`src/rtl/sa_pkg.sv`:
```
// rtl/sa_pkg.sv - shared types, defaults and element indexing for the systolic-array feeder
package sa_pkg;

    localparam int SA_DW = 8;
    localparam int SA_N  = 3;

    typedef enum logic [2:0] {
        ST_IDLE,
        ST_CLR,
        ST_FEED,
        ST_DRAIN,
        ST_RESULT
    } state_t;

    // Bit offset of element (r,c) in a row-major packed N x N frame.
    function automatic int elem_off(input int r, input int c, input int n, input int dw);
        return (r * n + c) * dw;
    endfunction

endpackage

```
`src/rtl/sa_skew_lane.sv`:
```
// rtl/sa_skew_lane.sv - one diagonally skewed lane: emits row element (k-LANE) while in range, else 0
module sa_skew_lane
    import sa_pkg::*;
#(
    parameter int DW   = SA_DW,
    parameter int N    = SA_N,
    parameter int LANE = 0,
    parameter int KW   = 3
) (
    input  logic            en,
    input  logic [KW-1:0]   k,
    input  logic [N*DW-1:0] row_d,
    input  logic [N*DW-1:0] row_w,
    output logic [DW-1:0]   d,
    output logic [DW-1:0]   w
);

    always_comb begin
        d = '0;
        w = '0;
        if (en) begin
            for (int c = 0; c < N; c++) begin
                if (int'(k) == LANE + c) begin
                    d = row_d[elem_off(0, c, N, DW) +: DW];
                    w = row_w[elem_off(0, c, N, DW) +: DW];
                end
            end
        end
    end

endmodule

```
`src/rtl/sa3x3_feeder.sv`:
```
// rtl/sa3x3_feeder.sv - frame sequencer feeding sa3x3; SA_FEEDER_WEIGHT_HOLD_EN adds w_load kernel reuse
module sa3x3_feeder
    import sa_pkg::*;
#(
    parameter int DW      = SA_DW,
    parameter int N       = SA_N,
    parameter int RES_LAT = 3
) (
    input  logic              clk,
    input  logic              rst,
    input  logic              in_valid,
    output logic              in_ready,
    input  logic [N*N*DW-1:0] din_vec,
    input  logic [N*N*DW-1:0] win_vec,
`ifdef SA_FEEDER_WEIGHT_HOLD_EN
    input  logic              w_load,
`endif
    output logic              sa_clear,
    output logic [DW-1:0]     din0,
    output logic [DW-1:0]     din1,
    output logic [DW-1:0]     din2,
    output logic [DW-1:0]     win0,
    output logic [DW-1:0]     win1,
    output logic [DW-1:0]     win2,
    input  logic [DW-1:0]     sa_out,
    output logic              res_valid,
    input  logic              res_ready,
    output logic [DW-1:0]     res,
    output logic              busy
);

    localparam int KW  = $clog2(2 * N);
    localparam int DCW = (RES_LAT > 0) ? $clog2(RES_LAT + 1) : 1;
    localparam int LN  = (N > 3) ? N : 3;
    localparam logic [KW-1:0]  K_LAST = KW'(2 * N - 2);
    localparam logic [DCW-1:0] D_LOAD = DCW'((RES_LAT > 0) ? RES_LAT - 1 : 0);

    state_t             state, state_nxt;
    logic [KW-1:0]      k, k_nxt;
    logic [DCW-1:0]     dcnt, dcnt_nxt;
    logic [N*N*DW-1:0]  frame_d, frame_w;
    logic [DW-1:0]      lane_d [LN];
    logic [DW-1:0]      lane_w [LN];
    logic [DW-1:0]      din_q  [LN];
    logic [DW-1:0]      win_q  [LN];
    logic               accept, feed_nxt, capture;

    assign accept   = in_valid && in_ready;
    assign feed_nxt = (state_nxt == ST_FEED);
    assign capture  = (state_nxt == ST_RESULT) && (state != ST_RESULT);

    always_comb begin
        state_nxt = state;
        k_nxt     = k;
        dcnt_nxt  = dcnt;
        case (state)
            ST_IDLE: begin
                if (accept) state_nxt = ST_CLR;
            end
            ST_CLR: begin
                state_nxt = ST_FEED;
                k_nxt     = '0;
            end
            ST_FEED: begin
                if (k == K_LAST) begin
                    k_nxt     = '0;
                    dcnt_nxt  = D_LOAD;
                    state_nxt = (RES_LAT == 0) ? ST_RESULT : ST_DRAIN;
                end else begin
                    k_nxt = k + KW'(1);
                end
            end
            ST_DRAIN: begin
                if (dcnt == '0) state_nxt = ST_RESULT;
                else            dcnt_nxt  = dcnt - DCW'(1);
            end
            ST_RESULT: begin
                if (res_valid && res_ready) state_nxt = ST_IDLE;
            end
            default: state_nxt = ST_IDLE;
        endcase
    end

    // Lanes are computed from the next-state counter so the registered lane outputs line up with FEED.
    for (genvar i = 0; i < LN; i++) begin : g_lane
        if (i < N) begin : g_act
            sa_skew_lane #(
                .DW   (DW),
                .N    (N),
                .LANE (i),
                .KW   (KW)
            ) u_lane (
                .en    (feed_nxt),
                .k     (k_nxt),
                .row_d (frame_d[elem_off(i, 0, N, DW) +: N*DW]),
                .row_w (frame_w[elem_off(i, 0, N, DW) +: N*DW]),
                .d     (lane_d[i]),
                .w     (lane_w[i])
            );
        end else begin : g_pad
            assign lane_d[i] = '0;
            assign lane_w[i] = '0;
        end
    end

    always_ff @(posedge clk) begin
        if (!rst) begin
            state     <= ST_IDLE;
            k         <= '0;
            dcnt      <= '0;
            frame_d   <= '0;
            frame_w   <= '0;
            in_ready  <= 1'b1;
            sa_clear  <= 1'b0;
            res_valid <= 1'b0;
            res       <= '0;
            busy      <= 1'b0;
            for (int i = 0; i < LN; i++) begin
                din_q[i] <= '0;
                win_q[i] <= '0;
            end
        end else begin
            state     <= state_nxt;
            k         <= k_nxt;
            dcnt      <= dcnt_nxt;
            sa_clear  <= (state_nxt == ST_CLR);
            res_valid <= (state_nxt == ST_RESULT);
            busy      <= (state_nxt != ST_IDLE);
            // in_ready re-arms one cycle after the FSM has settled back in IDLE.
            in_ready  <= (state == ST_IDLE) && !accept;
            if (accept) begin
                frame_d <= din_vec;
`ifdef SA_FEEDER_WEIGHT_HOLD_EN
                if (w_load) frame_w <= win_vec;
`else
                frame_w <= win_vec;
`endif
            end
            if (capture) res <= sa_out;
            for (int i = 0; i < LN; i++) begin
                din_q[i] <= lane_d[i];
                win_q[i] <= lane_w[i];
            end
        end
    end

    assign din0 = din_q[0];
    assign din1 = din_q[1];
    assign din2 = din_q[2];
    assign win0 = win_q[0];
    assign win1 = win_q[1];
    assign win2 = win_q[2];

endmodule

```
`config.mk`:
```
export PLATFORM = sky130hd
export DESIGN_NAME = sa3x3_feeder
export DESIGN_NICKNAME = d
export VERILOG_FILES = /design/src/rtl/sa_pkg.sv /design/src/rtl/sa_skew_lane.sv /design/src/rtl/sa3x3_feeder.sv
export SDC_FILE = /design/constraint.sdc
export NUM_CORES = 1
export LEC_CHECK = 0
export BUFFER_PORTS_ARGS = -buffer_cell sky130_fd_sc_hd__buf_2
export CAP_MARGIN = 20
export CORE_ASPECT_RATIO = 1.75
export CORE_MARGIN = 5
export CORE_UTILIZATION = 57
export CTS_CLUSTER_SIZE = 25
export DETAILED_ROUTE_END_ITERATION = 16
export GPL_TIMING_DRIVEN = 0
export PLACE_DENSITY = 0.85
export RECOVER_POWER = 50
export REMOVE_ABC_BUFFERS = 1
export SYNTH_ARGS = -nofsm -noshare
export SYNTH_HDL_FRONTEND = slang
export SYNTH_HIERARCHICAL = 1
export SYNTH_SLANG_ARGS = --single-unit
```
`constraint.sdc`:
```
create_clock -name clk -period 4.39 [get_ports clk]
set_input_delay 0.878 -clock clk [delete_from_list [all_inputs] [get_ports clk]]
set_output_delay 0.878 -clock clk [all_outputs]
set_load 0.03 [all_outputs]
```
# Yosys cells after proc, flatten, opt, wreduce, memory -nomap -nowiden
# Memory sizes are Yosys's and may differ from the RTL's.
# Index checks and enable logic that the tools add are counted.
# Widths: inputs -> output; s select.
# op_classes
add_sub_neg	2
n_reduce_logical	11
n_bitwise	6
n_eq_ne	15
mux	42
# ops
cell	n
$mux 8	30
$eq 3x3->1 const B	6
$mux 3	5
$pmux 3 s5	1
$eq 3x2->1 const B	4
$eq 3x1->1 const B	2
$logic_not 3->1	2
$or 1x1->1	6
$pmux 3 s2	1
$logic_and 1x1->1	4
$mux 2	2
$ne 2x2->1 const B	2
$pmux 2 s2	1
$add 3x1->3 const B	1
$ne 3x3->1 const B	1
$reduce_and 3->1	1
$reduce_bool 3->1	1
$logic_not 2->1	1
$mux 1	2
$reduce_bool 2->1	1
$sub 2x1->2 const B	1
$logic_not 1->1	1
# totals
regBits	164
mem_bits_rw	48
word_cells	88
n_memories	2
input_bits	156
out_inout_bits	60
# memory_table
name	words	width	rd	rd_ports_with_merged_regs	write_ports	line	text
din_q	3	8	3	0	3	sa3x3_feeder.sv:44	logic [DW-1:0] din_q [LN];
win_q	3	8	3	0	3	sa3x3_feeder.sv:45	logic [DW-1:0] win_q [LN];

# Logic depth before layout (Yosys ltp)
# Gate-level depths: netlist of the first run.
# depth
depth_word	9
ltp_mapped	11
depth_no_buf	9

# Modules after synthesis
# The synthesis of the first run kept the hierarchy.
# modules_own_cells
mod	n_inst	area_per_inst_um2	seq_area_each_um2	cells_per_inst
sa3x3_feeder	1	7039.3	4244.1	832
sa_skew_lane (g_lane[0].g_act.u_lane)	1	620.6	0.0	75
sa_skew_lane (g_lane[1].g_act.u_lane)	1	568.0	0.0	75
sa_skew_lane (g_lane[2].g_act.u_lane)	1	447.9	0.0	39

# Worst setup path before layout of the first run
# No wires, ideal clock.
# synth_path
kind	register to register
startpoint	register state[2]
endpoint	memory din_q[0][17] in the netlist's numbering
setup_ns	0.115
arrival_time_ns	1.938
setup_slack_ns	2.337
path_stages_with_launch	8
required_ns	4.275
synth_period_minus_slack_ns	2.053
path_buffers	1
path_cell_list	dfxtp_1 nand2b_1 or4b_1 nand3_1 nand3b_1 buf_2 o2bb2ai_2 and2_1
# synth_rtl
element	line	text
from (decl)	sa3x3_feeder.sv:38	state_t state, state_nxt;
from (signal assigned)	sa3x3_feeder.sv:123	state <= state_nxt;
to (decl)	sa3x3_feeder.sv:44	

# Worst setup path in the final report of the first run
# layout_path
startpoint	input rst
endpoint	register frame_d[16]
# layout_rtl
element	line	text
from (decl)	sa3x3_feeder.sv:10	input logic rst,
to (signal assigned)	sa3x3_feeder.sv:132	frame_d <= din_vec;
to (decl)	sa3x3_feeder.sv:41	logic [N*N*DW-1:0] frame_d, frame_w;
# No word-level cell between the ends.

==> results of run 1 <==
## final timing paths
| check | from | to | slack, ns | cells past startpoint |
|---|---|---|---|---|
| setup / recovery | rst | frame_d[16] | 0.79 | 4 |
| hold reg to reg | frame_d[7] | frame_d[7] | 0.45 | 2 |
| hold / removal | frame_d[7] | frame_d[7] | 0.45 | 2 |
| setup reg to reg | state[0] | din_q[0][18] | 0.97 | 6 |
## layer usage
metal	up-vias	share of wire, %	GRT usage, %
li1	3721	-	-
met1	3454	37	26.6
met2	241	53	40.7
met3	72	5.3	3.31
met4	4	4.7	11.8
met5	-	0.12	0
## synthesized netlist by cell type (2+ instances only)
master and number:
sky130_fd_sc_hd__buf_1 3, sky130_fd_sc_hd__nor4bb_1 7, sky130_fd_sc_hd__o2bb2ai_1 6, sky130_fd_sc_hd__a31oi_1 4, sky130_fd_sc_hd__mux2i_1 19, sky130_fd_sc_hd__and4bb_2 5
sky130_fd_sc_hd__o21ai_0 7, sky130_fd_sc_hd__a211oi_2 20, sky130_fd_sc_hd__o2bb2ai_2 10, sky130_fd_sc_hd__buf_12 2, sky130_fd_sc_hd__clkbuf_2 2, sky130_fd_sc_hd__nor4_1 6
sky130_fd_sc_hd__nor2b_1 17, sky130_fd_sc_hd__and2_1 50, sky130_fd_sc_hd__a21oi_1 172, sky130_fd_sc_hd__nand2_1 309, sky130_fd_sc_hd__nor2_1 19, sky130_fd_sc_hd__o21a_1 3
sky130_fd_sc_hd__clkbuf_1 42, sky130_fd_sc_hd__nand2b_1 18, sky130_fd_sc_hd__and4bb_1 3, sky130_fd_sc_hd__a211oi_1 13, sky130_fd_sc_hd__and3_1 2, sky130_fd_sc_hd__inv_1 5
sky130_fd_sc_hd__ha_1 3, sky130_fd_sc_hd__buf_6 5, sky130_fd_sc_hd__buf_4 3, sky130_fd_sc_hd__nor4_2 9, sky130_fd_sc_hd__dfxtp_1 212, sky130_fd_sc_hd__buf_2 26
sky130_fd_sc_hd__nand3_1 6
## kinds of logic (layout without fill, tap and decap cells)
logic type	after synthesis	in the layout	synth area share, %
AOI/OAI and AO/OA	238	238	17.5
adders and majority gates	3	3	0.433
buffers and inverters	89	262	5.32
DFF	212	212	48.9
muxes	19	19	2.19
other	0	2	0
and+or+nand+nor	460	460	25.6
## power by group through the flow
stage	Clock [W]	Sequential, W	Combinational [W]
finish	0.00183	0.00208	0.000528
detailed placement	0	0.00212	0.000531
global placement	0	0.00211	0.000549
floorplan	0	0.00212	0.000340
CTS	0.00186	0.00207	0.000534
global route	0.00195	0.00209	0.000587
## registers in the layout, summed over array words and instances, names as in the netlist
signal	cells
frame_d	72
frame_w	72
din_q	24
win_q	24
res	8
k	3
state	3
dcnt	2
busy	1
in_ready	1
res_valid	1
sa_clear	1
## final cells by class
class                           instances  area share, %
Multi-Input combinational cell        720           38.7
Sequential cell                       212           41.0
Inverter                                5          0.230
Clock buffer                           30           6.08
Clock inverter                          6          0.834
Tap cell                              183           2.21
Timing Repair Buffer                  221           10.9
Antenna cell                            2         0.0483
## worst max-delay path, cell delays in order
cell                       delay [ns]
sky130_fd_sc_hd__clkbuf_1        1.72
sky130_fd_sc_hd__inv_6           0.52
sky130_fd_sc_hd__buf_6           0.50
sky130_fd_sc_hd__a21oi_1         0.25
## per-stage QoR
stage	std cells	hold WS (ns)	setup WS, ns	area, um2	setup TNS [ns]
2_1_floorplan	937	0.432	-0.125	8230	-1.65
3_3_place_gp	1335	0.438	-2.16	9540	-207.51
3_5_place_dp	1341	0.443	1.01	9720	0
4_1_cts	1377	0.451	0.998	10400	0
5_1_grt	1379	0.468	0.462	10400	0
6_report	1379	0.448	0.790	10400	0
==> metrics.log, run 1 <==
INFO  metric crit_fanout = 105
INFO  metric utilization = a little over two thirds
INFO  metric grt_antenna_before_repair = 4
INFO  metric final-max-slew-violation-count = 55
INFO  metric start_util = about 58%
INFO  metric leading_cell_type_in_the_layout_fill_and_taps_excluded = sky130_fd_sc_hd__nand2_1
INFO  metric min_period_over_period = 82.0%
INFO  metric ys.warnings.count = 6
INFO  metric arrival = about 4 ns
INFO  metric syn-cell-area = between 8000 and 9000 um2
INFO  metric rsz0062_at_grt = no
INFO  metric synth_cell_type_count = 44
INFO  metric routedWlPerCell = 15.8 um
INFO  metric layout.cells.most_common_list = 308 x sky130_fd_sc_hd__nand2_1, 212 x sky130_fd_sc_hd__dfxtp_1, 172 x sky130_fd_sc_hd__a21oi_1, 154 x sky130_fd_sc_hd__buf_2, 63 x sky130_fd_sc_hd__clkbuf_1
INFO  metric grt_pass1_wl = 34.2 mm
INFO  metric final_period_minus_worst_setup_slack = 3.60 ns
INFO  metric outcome = complete, but fails checks
INFO  metric grt_pass1_vias = between 7000 and 8000
INFO  metric cts_hold_buffers = 0
INFO  metric placementRows = 59
INFO  metric vias = 7492
INFO  metric totalWireLength = 21.7 mm
INFO  metric cp-end-kind = flop
INFO  metric ys_seq_area_share = 48.9%
INFO  metric post_synth_main_area_contributors = sky130_fd_sc_hd__dfxtp_1 49%, sky130_fd_sc_hd__nand2_1 13%, sky130_fd_sc_hd__a21oi_1 9.9%
INFO  metric postRouteAntennaNets = 0
INFO  metric finalPower = 0.00444 W
INFO  metric synth_largest_type_area_fraction = 48.9%
INFO  metric h-tree-depth = 1
INFO  metric synth-main-ff-cell = sky130_fd_sc_hd__dfxtp_1
INFO  metric worstSkewPairLatency = 0.49 ns
INFO  metric synth_top_area_cell = sky130_fd_sc_hd__dfxtp_1
INFO  metric fraction_of_registers_with_async_set_reset = 0%
INFO  metric grt_max_degree = between 100 and 150
INFO  metric clock-root-buffer = sky130_fd_sc_hd__clkbuf_16
INFO  metric synth-seq-cells = 212
INFO  metric viasPerCell = 5.43
INFO  metric synth_cells = ~1000
INFO  metric clkPwrFrac = 41.3%
INFO  metric hold_wc_path_type = reg2reg
INFO  metric post_synth.cell_area_avg = 8.50 um2
INFO  metric clock-sinks = approximately 210
INFO  metric share_comb_of_total_power = 11.9%
INFO  metric globalplace.congestion = about 0.83
INFO  metric core_area = 14900 um2
INFO  metric hpwlAfterDp = 13.8 mm
INFO  metric dieArea = around 18000 um2
INFO  metric postCtsSetupRepairBufs = 0
INFO  metric buffers_from_clock_root_to_sink_at_most = 3
INFO  metric seqCellArea = 4240 um2
INFO  metric setup-violations-final = 0
INFO  metric power_leakage = 3.99 nW
INFO  metric detailedRoute.firstPassIterationCount = 5
INFO  metric sw_frac_of_total = 24.9%
INFO  metric die_extent_in_y = about 170 um
INFO  metric layout.filler_cells = around 1200
INFO  metric cts-buffers-inserted = 20
INFO  metric critical_path_required = 4.80 ns
INFO  metric timing_hold_violations_final = 0
INFO  metric io_pins = 216
INFO  metric vdd_ir_drop_max = approximately 0.0004 V
INFO  metric chipWidth = 103 um
INFO  metric crit_type = in2reg
INFO  metric num-nets-final = 1339
INFO  metric drv_cap = 1
INFO  metric drt_drc_violations_left = 0
INFO  metric first_iter_violations = 327
INFO  metric multiInputGateArea = 4010 um2
INFO  metric cts.clk_slew.worst_paths = 0.06 ns
INFO  metric critPathLaunchType = input port
INFO  metric cts_tree = built
INFO  metric fmaxAchievable = 278 MHz
INFO  metric placement.io_buffers = 215
INFO  metric global_route.usage.total = 23.2%
INFO  metric gr-total-overflow = 0
INFO  metric post_cts.resized_instances = 0
INFO  metric p_sw = 0.00111 W
INFO  metric max_slew.worst_pin.slew = 2.47 ns
INFO  metric area_growth_syn_to_layout = 19.3%
INFO  metric clock_skew = 0.0154 ns
INFO  metric violated_checks = capacitance limit, slew limit
INFO  metric power.density_cell_area = 429 nW/um2
INFO  metric number_of_enable_flip_flop_cells_after_synthesis = 0
INFO  metric p_seq_share = between 40 and 50%
INFO  metric internal_power = approximately 0.0033 W
INFO  metric final_layout_size_suffix_gt1_share = 20.6%
INFO  metric timing.slew.headroom = -64.6%
Note: power is estimated with default switching activity, not from simulation.
==> run 2: changes to the inputs <==
--- a/config.mk
+++ b/config.mk
@@ -9,11 +9,11 @@
 export CAP_MARGIN = 20
 export CORE_ASPECT_RATIO = 1.75
 export CORE_MARGIN = 5
-export CORE_UTILIZATION = 57
+export CORE_UTILIZATION = 48
 export CTS_CLUSTER_SIZE = 25
 export DETAILED_ROUTE_END_ITERATION = 16
 export GPL_TIMING_DRIVEN = 0
-export PLACE_DENSITY = 0.85
+export PLACE_DENSITY = 0.76
 export RECOVER_POWER = 50
 export REMOVE_ABC_BUFFERS = 1
 export SYNTH_ARGS = -nofsm -noshare
==> constraint.sdc (replaced) <==
create_clock -name clk -period 3.1 [get_ports clk]
set_input_delay 0.62 -clock clk [delete_from_list [all_inputs] [get_ports clk]]
set_output_delay 0.62 -clock clk [all_outputs]
set_load 0.03 [all_outputs]
==> run 2 against run 1 <==
  * The run now ends clean
  * Flip-flop and latch count stayed put
  * Cell area is 0.18% higher
  * Utilization is 11 points lower
  * Critical path depth is 4 higher
  * Via count is 0.24% higher
  * Register-to-register slack worse by 0.76 ns
  * First-iteration DRC count is 5.2% higher
  * Combinational power is 43% higher
  * Power is 36% higher
  * Hold slack worse by 0.078 ns
  * Critical path type is now reg2reg
  * Largest power group unchanged
==> metrics.log, run 2 (synthesis results as in run 1) <==
INFO  metric clock-sinks = 212 (unchanged)
INFO  metric chipWidth = 112 um (+8.1%)
INFO  metric p_sw = 0.00155 W (+40%)
INFO  metric critical-path-max-stage-delay = 0.66 ns (-1.06 ns)
INFO  metric p_seq_share = 48.6% (+1.8 points)
INFO  metric power_leakage = 3.99 nW (about the same)
INFO  metric viasPerCell = 5.24 (-3.5%)
INFO  metric outcome = complete, no violations
INFO  metric cts.clk_slew.worst_paths = 0.07 ns (about the same)
INFO  metric grt_pass1_wl = 36.0 mm (+5.1%)
INFO  metric power.density_cell_area = 582 nW/um2 (+36%)
INFO  metric start_util = 48.5% (-9.7 points)
INFO  metric placementRows = 65 (+10%)
INFO  metric grt_antenna_before_repair = 4 (unchanged)
INFO  metric grt_max_degree = 82 (-23%)
INFO  metric gr-total-overflow = 0 (unchanged)
INFO  metric internal_power = 0.00449 W (+35%)
INFO  metric timing.final.ws_setup = 0.207 ns (-0.583 ns)
INFO  metric critical_path.n_buffers_inverters = 2 (-1)
INFO  metric detailedPlace.worstSlack = -0.353 ns (-1.37 ns)
INFO  metric cts-buffers-inserted = 19 (-5.0%)
INFO  metric hold_wc_path_type = in2reg
INFO  metric timing_hold_violations_final = 0 (unchanged)
INFO  metric crit_slowest_cell = sky130_fd_sc_hd__dfxtp_1
INFO  metric final_layout_size_suffix_gt1_share = 20.9% (+0.25 points)
INFO  metric drt_drc_violations_left = 0 (unchanged)
INFO  metric finalPower = 0.00604 W (+36%)
INFO  metric totalWireLength = 22.8 mm (+5.0%)
INFO  metric vias = 7510 (+0.24%)
INFO  metric final_cell_area = 10400 um2 (+0.18%)
INFO  metric global_route.usage.total = 20.6% (-2.7 points)
INFO  metric fmaxAchievable = 346 MHz
INFO  metric cts_tree = built
INFO  metric drv_cap = 0 (-1)
INFO  metric timing.slew.headroom = 6.96% (+72 points)
INFO  metric buffers_from_clock_root_to_sink_at_most = 3 (unchanged)
INFO  metric crit_fanout = 50 (-52%)
INFO  metric detailedRoute.firstPassIterationCount = 5 (unchanged)
INFO  metric sw_frac_of_total = 25.6% (+0.71 points)
INFO  metric grt_pass1_vias = 7395 (+1.6%)
INFO  metric die_extent_in_y = 188 um (+8.5%)
INFO  metric core_area = 17900 um2 (+20%)
INFO  metric dieArea = 21000 um2 (+17%)
INFO  metric globalplace.congestion = 0.798 (-3.6%)
INFO  metric arrival = 3.31 ns (-0.70 ns)
INFO  metric placement.io_buffers = 215 (unchanged)
INFO  metric final_period_minus_worst_setup_slack = 2.89 ns
INFO  metric post_dp_cell_area = 9790 um2 (+0.66%)
INFO  metric multiInputGateArea = 4030 um2 (+0.66%)
INFO  metric hpwlAfterDp = 14.4 mm (+4.4%)
INFO  metric setup-violations-final = 0 (unchanged)
INFO  metric max_slew.worst_pin.slew = 1.39 ns (-1.08 ns)
INFO  metric crit_type = reg2reg
INFO  metric worstSkewPairLatency = 0.48 ns (about the same)
INFO  metric io_pins = 216 (unchanged)
INFO  metric path_cells = nor2_1 > o21ai_2 > nand3_4 > buf_12 > nor4bb_4 > buf_4 > o2bb2ai_1 > and2_1
INFO  metric utilization = 58.0% (-11 points)
INFO  metric clock_skew = 0.0115 ns (-0.00387 ns)
INFO  metric vdd_ir_drop_max = 0.000446 V (+9.7%)
INFO  metric clkPwrFrac = 38.9% (-2.4 points)
INFO  metric layout.cells.most_common_list = 308 x sky130_fd_sc_hd__nand2_1, 212 x sky130_fd_sc_hd__dfxtp_1, 172 x sky130_fd_sc_hd__a21oi_1, 154 x sky130_fd_sc_hd__buf_2, 63 x sky130_fd_sc_hd__clkbuf_1
INFO  metric postRouteAntennaNets = 0 (unchanged)
INFO  metric worst_path_dominant_cell_family = simple AND/OR/NAND/NOR gates
INFO  metric seqCellArea = 4240 um2 (unchanged)
INFO  metric h-tree-depth = 1 (unchanged)
INFO  metric share_comb_of_total_power = 12.5% (+0.6 points)
INFO  metric layout.filler_cells = 1697 (+37%)
INFO  metric area_growth_syn_to_layout = 19.5%
INFO  metric routedWlPerCell = 15.9 um (+1.2%)
INFO  metric first_iter_violations = 344 (+5.2%)
INFO  metric num-nets-final = 1342 (+0.22%)
INFO  metric cp-end-kind = flop
INFO  metric rsz0062_at_grt = no
INFO  metric critPathLaunchType = flop
INFO  metric leading_cell_type_in_the_layout_fill_and_taps_excluded = sky130_fd_sc_hd__nand2_1
INFO  metric clock-root-buffer = sky130_fd_sc_hd__clkbuf_16
INFO  metric top_regs = frame_d x72, frame_w x72
INFO  metric critical_path_required = 3.52 ns (-1.28 ns)
INFO  metric final-max-slew-violation-count = 0 (-100%)
INFO  metric min_period_over_period = around 93%
==> run 2: cell count changes in the layout (fill, tap and decap cells not counted), sizes merged <==
cell | previous run | this run
clkinvlp | 1 | 0
clkbuf | 91 | 90
buf | 160 | 161
clkinv | 2 | 3
bufinv | 2 | 1
diode | 2 | 4
nand3 | 6 | 8
inv | 6 | 5
==> run 2: final cells by class <==
cell class	instances	share of cell area, %
Clock buffer	28	5.49
Clock inverter	4	0.434
Inverter	5	0.229
Multi-Input combinational cell	722	38.9
Antenna cell	4	0.0965
Tap cell	234	2.82
Timing Repair Buffer	223	11.1
Sequential cell	212	40.9
==> run 2: final timing paths <==
path                                   from            to  slack [ns]  cells after the start
worst max-delay path               state[0]  din_q[0][21]        0.21                      8
worst min-delay path            din_vec[34]   frame_d[34]        0.37                      3
worst max register to register     state[0]  din_q[0][21]        0.21                      8
worst min register to register   frame_d[5]    frame_d[5]        0.45                      2
==> run 2: layer usage <==
layer  up-vias  part of all wire, %  global-route usage, %
met2       184                   54                   38.5
li1       3736                    -                      -
met5         -                    0                      0
met1      3540                   38                   22.6
met4         0                  3.8                   9.56
met3        50                  4.2                   2.71
==> run 2: power by group through the flow <==
stage / registers, W / clock network, W / logic [W]
floorplan: 0.00301 / 0 / 0.000482
global placement: 0.00299 / 0 / 0.000784
detailed placement: 0.00300 / 0 / 0.000760
CTS: 0.00294 / 0.00240 / 0.000766
global route: 0.00295 / 0.00251 / 0.000837
finish: 0.00294 / 0.00235 / 0.000754
==> run 2: worst reg2reg max path, stage by stage (launching register included) <==
cell,delay [ns]
sky130_fd_sc_hd__dfxtp_1,0.66
sky130_fd_sc_hd__nor2_1,0.27
sky130_fd_sc_hd__o21ai_2,0.35
sky130_fd_sc_hd__nand3_4,0.36
sky130_fd_sc_hd__buf_12,0.32
sky130_fd_sc_hd__nor4bb_4,0.41
sky130_fd_sc_hd__buf_4,0.22
sky130_fd_sc_hd__o2bb2ai_1,0.11
sky130_fd_sc_hd__and2_1,0.15
==> run 2: per-stage QoR <==
| stage | setup TNS (ns) | hold WS (ns) | cells |
|---|---|---|---|
| detailed placement | -9.25 | 0.442 | 1392 |
| finish | 0 | 0.371 | 1432 |
| global placement | -453.65 | 0.437 | 1386 |
| floorplan | -94.76 | 0.432 | 937 |
| CTS | 0 | 0.353 | 1427 |
| global route | 0 | 0.358 | 1432 |
==> run 2: repair_timing <==
item / in CTS / in global routing
hold buffers: 0 / 0
resized for setup: 4 / 1
buffers inserted: 2 / 0
setup endpoints to repair: 32 / 37
cloned: 1 / 1
pin swaps: 2 / 1
==> run 3: changes to the inputs <==
--- a/config.mk
+++ b/config.mk
@@ -16,6 +16,7 @@
 export PLACE_DENSITY = 0.76
 export RECOVER_POWER = 50
 export REMOVE_ABC_BUFFERS = 1
+export SETUP_SLACK_MARGIN = 0.4
 export SYNTH_ARGS = -nofsm -noshare
 export SYNTH_HDL_FRONTEND = slang
 export SYNTH_HIERARCHICAL = 1
==> run 3 against run 2 <==
  * Global-route usage increased by 0.27 points
  * Clock skew increased by 0.0030 ns
  * Non-clock buffer count increased by 1
  * Sequential power about the same
  * Via count decreased by 0.27%
  * Cell area increased by 0.45%
  * Combinational power increased by 1%
  * Routed wire length decreased by 0.67%
  * Hold slack improved by 0.00062 ns
  * Critical endpoint unchanged
  * Highest routed layer unchanged
==> metrics.log, run 3 (synthesis results as in run 1) <==
INFO  metric final-max-slew-violation-count = 0 (unchanged)
INFO  metric place.detailed.instances = 1392 (unchanged)
INFO  metric chipWidth = 112 um (unchanged)
INFO  metric crit_start = state[2]
INFO  metric timing.slew.headroom = 2.25% (-4.7 points)
INFO  metric top_regs = frame_d x72, frame_w x72
INFO  metric num-nets-final = 1343 (+0.075%)
INFO  metric buffers_from_clock_root_to_sink_at_most = 3 (unchanged)
INFO  metric worst-r2r-cell-count = 7 (-1)
INFO  metric cts_hold_buffers = 0 (unchanged)
INFO  metric io_pins = 216 (unchanged)
INFO  metric critical_path.n_buffers_inverters = 1 (-1)
INFO  metric rsz0062_at_grt = no
INFO  metric path_cells = nand2b_1 > or4b_1 > nand3_4 > nor4bb_4 > buf_4 > o2bb2ai_1 > and2_1
INFO  metric critical_path_required = 3.52 ns (about the same)
INFO  metric drt_drc_violations_left = 0 (unchanged)
INFO  metric grt_max_degree = 82 (unchanged)
INFO  metric clock_skew = 0.0145 ns (+0.00303 ns)
INFO  metric grt_pass1_wl = 36.3 mm (+1.0%)
INFO  metric cts.clk_slew.worst_paths = 0.07 ns (about the same)
INFO  metric final_layout_size_suffix_gt1_share = 21.2% (+0.32 points)
INFO  metric clock-sinks = 212 (unchanged)
INFO  metric leading_cell_type_in_the_layout_fill_and_taps_excluded = sky130_fd_sc_hd__nand2_1
INFO  metric first_iter_violations = 337 (-2.0%)
INFO  metric cp-end-kind = flop
INFO  metric crit_slowest_cell = sky130_fd_sc_hd__or4b_1
INFO  metric routedWlPerCell = 15.8 um (-0.74%)
INFO  metric start_util = 48.5% (unchanged)
INFO  metric hpwlAfterDp = 14.4 mm (unchanged)
INFO  metric core_area = 17900 um2 (unchanged)
INFO  metric timing_hold_violations_final = 0 (unchanged)
INFO  metric layout.filler_cells = 1689 (-0.47%)
INFO  metric fmaxAchievable = 390 MHz (+13%)
INFO  metric arrival = 2.98 ns (-0.33 ns)
INFO  metric totalWireLength = 22.7 mm (-0.67%)
INFO  metric detailedRoute.firstPassIterationCount = 5 (unchanged)
INFO  metric grt_antenna_before_repair = 4 (unchanged)
INFO  metric layout.cells.most_common_list = 308 x sky130_fd_sc_hd__nand2_1, 210 x sky130_fd_sc_hd__dfxtp_1, 172 x sky130_fd_sc_hd__a21oi_1, 154 x sky130_fd_sc_hd__buf_2, 63 x sky130_fd_sc_hd__clkbuf_1
INFO  metric cts-buffers-inserted = 19 (unchanged)
INFO  metric max_slew.worst_pin.slew = 1.46 ns (+0.0704 ns)
INFO  metric power_leakage = 4.01 nW (+0.44%)
INFO  metric cts_tree = built
INFO  metric power.density_cell_area = 580 nW/um2 (-0.42%)
INFO  metric critical-path-max-stage-delay = 0.59 ns (-0.07 ns)
INFO  metric h-tree-depth = 1 (unchanged)
INFO  metric clock-root-buffer = sky130_fd_sc_hd__clkbuf_16
INFO  metric critical_path_depth = 7 (-1)
INFO  metric crit_end = din_q[0][21]
INFO  metric rr_startpoint = state[2]
INFO  metric grt_pass1_vias = 7421 (+0.35%)
INFO  metric placementRows = 65 (unchanged)
INFO  metric finish.cell_count_without_fillers = 1433 (+0.070%)
INFO  metric worst_path_dominant_cell_family = simple AND/OR/NAND/NOR gates
INFO  metric crit_fanout = 19 (-62%)
INFO  metric globalplace.congestion = 0.798 (unchanged)
INFO  metric hold_wc_path_type = in2reg
INFO  metric gr-total-overflow = 0 (unchanged)
INFO  metric die_extent_in_y = 188 um (unchanged)
INFO  metric vdd_ir_drop_max = 0.000447 V (+0.29%)
INFO  metric dieArea = 21000 um2 (unchanged)
INFO  metric worstSkewPairLatency = 0.48 ns (about the same)
INFO  metric crit-reg2reg-capture = din_q[0][21]
INFO  metric final_period_minus_worst_setup_slack = 2.56 ns (-0.331 ns)
INFO  metric crit_type = reg2reg
INFO  metric postRouteAntennaNets = 0 (unchanged)
INFO  metric outcome = complete, no violations
INFO  metric hold-worst-slack = 0.371 ns (+0.000623 ns)
INFO  metric drv_cap = 0 (unchanged)
INFO  metric r2r_slack = 0.54 ns (+0.33 ns)
INFO  metric min_period_over_period = 82.6% (-11 points)
INFO  metric placement.io_buffers = 215 (unchanged)
INFO  metric area_growth_syn_to_layout = 20.1%
INFO  metric critPathLaunchType = flop
INFO  metric setup-violations-final = 0 (unchanged)
INFO  metric viasPerCell = 5.23 (-0.34%)
INFO  metric global_route.usage.total = 20.8% (+0.27 points)
INFO  metric vias = 7490 (-0.27%)
==> run 3: per-layer routing <==
metal	vias to the layer above	share of wire, %	global-route usage [%]
met5	-	0	0
met4	0	3.7	9.56
met3	54	4.3	2.71
met2	180	55	39.0
met1	3514	37	22.9
li1	3742	-	-
==> run 3: what timing repair did <==
item | 4_1_cts | 5_1_grt
pin swaps | 3 | 1
resized for setup | 7 | 3
buffers inserted | 2 | 1
cloned | 2 | 0
setup endpoints to repair | 48 | 34
endpoints found under the hold margin | 0 | 0
==> run 3: where the power goes <==
group | switching, W | total, W | internal, W
Combinational | 0.000476 | 0.000762 | 0.000285
Clock | 0.000991 | 0.00234 | 0.00135
Sequential | 0.0000747 | 0.00294 | 0.00286
Total | 0.00154 | 0.00604 | 0.00450
==> run 3: worst min path at each step <==
| stage | from | end | cells past startpoint | slack, ns |
|---|---|---|---|---|
| 2_1_floorplan | frame_d[0] | frame_d[0] | 2 | 0.43 |
| 3_3_place_gp | frame_w[4] | frame_w[4] | 2 | 0.44 |
| 3_5_place_dp | frame_d[43] | frame_d[43] | 2 | 0.44 |
| 4_1_cts | win_vec[69] | frame_w[69] | 3 | 0.35 |
| 5_1_grt | win_vec[66] | frame_w[66] | 3 | 0.36 |
| 6_report | din_vec[63] | frame_d[63] | 3 | 0.37 |
==> run 3: area by class of cell <==
class | count | area (um2) | area share, %
inverter | 5 | 23.8 | 0.228
clock buffer | 28 | 569 | 5.47
tap | 234 | 293 | 2.81
antenna | 4 | 10.0 | 0.0961
sequential | 212 | 4250 | 40.8
multi-input combinational | 722 | 4050 | 38.9
clock inverter | 4 | 45.0 | 0.432
timing repair buffer | 224 | 1180 | 11.3
==> run 3: stage by stage <==
stage | utilization (%) | setup TNS [ns] | instance area, um2 | setup WS, ns | total power (W)
after floorplan | - | -94.76 | 8230 | -1.41 | 0.00349
after global placement | 53.7 | -453.65 | 9600 | -3.57 | 0.00378
after detailed placement | 54.7 | -9.25 | 9790 | -0.353 | 0.00376
after CTS | 58.5 | 0 | 10500 | 0.440 | 0.00611
after global routing | 58.2 | 0 | 10400 | 0.413 | 0.00631
final | 58.2 | 0 | 10400 | 0.538 | 0.00604
==> run 3: tightest hold or removal path: cells and delay by family <==
family	cells	cell delay (ns)
AO/OA/AOI/OAI	1	0.05
buffers and inverters	1	0.09
AND/OR/NAND/NOR	1	0.04
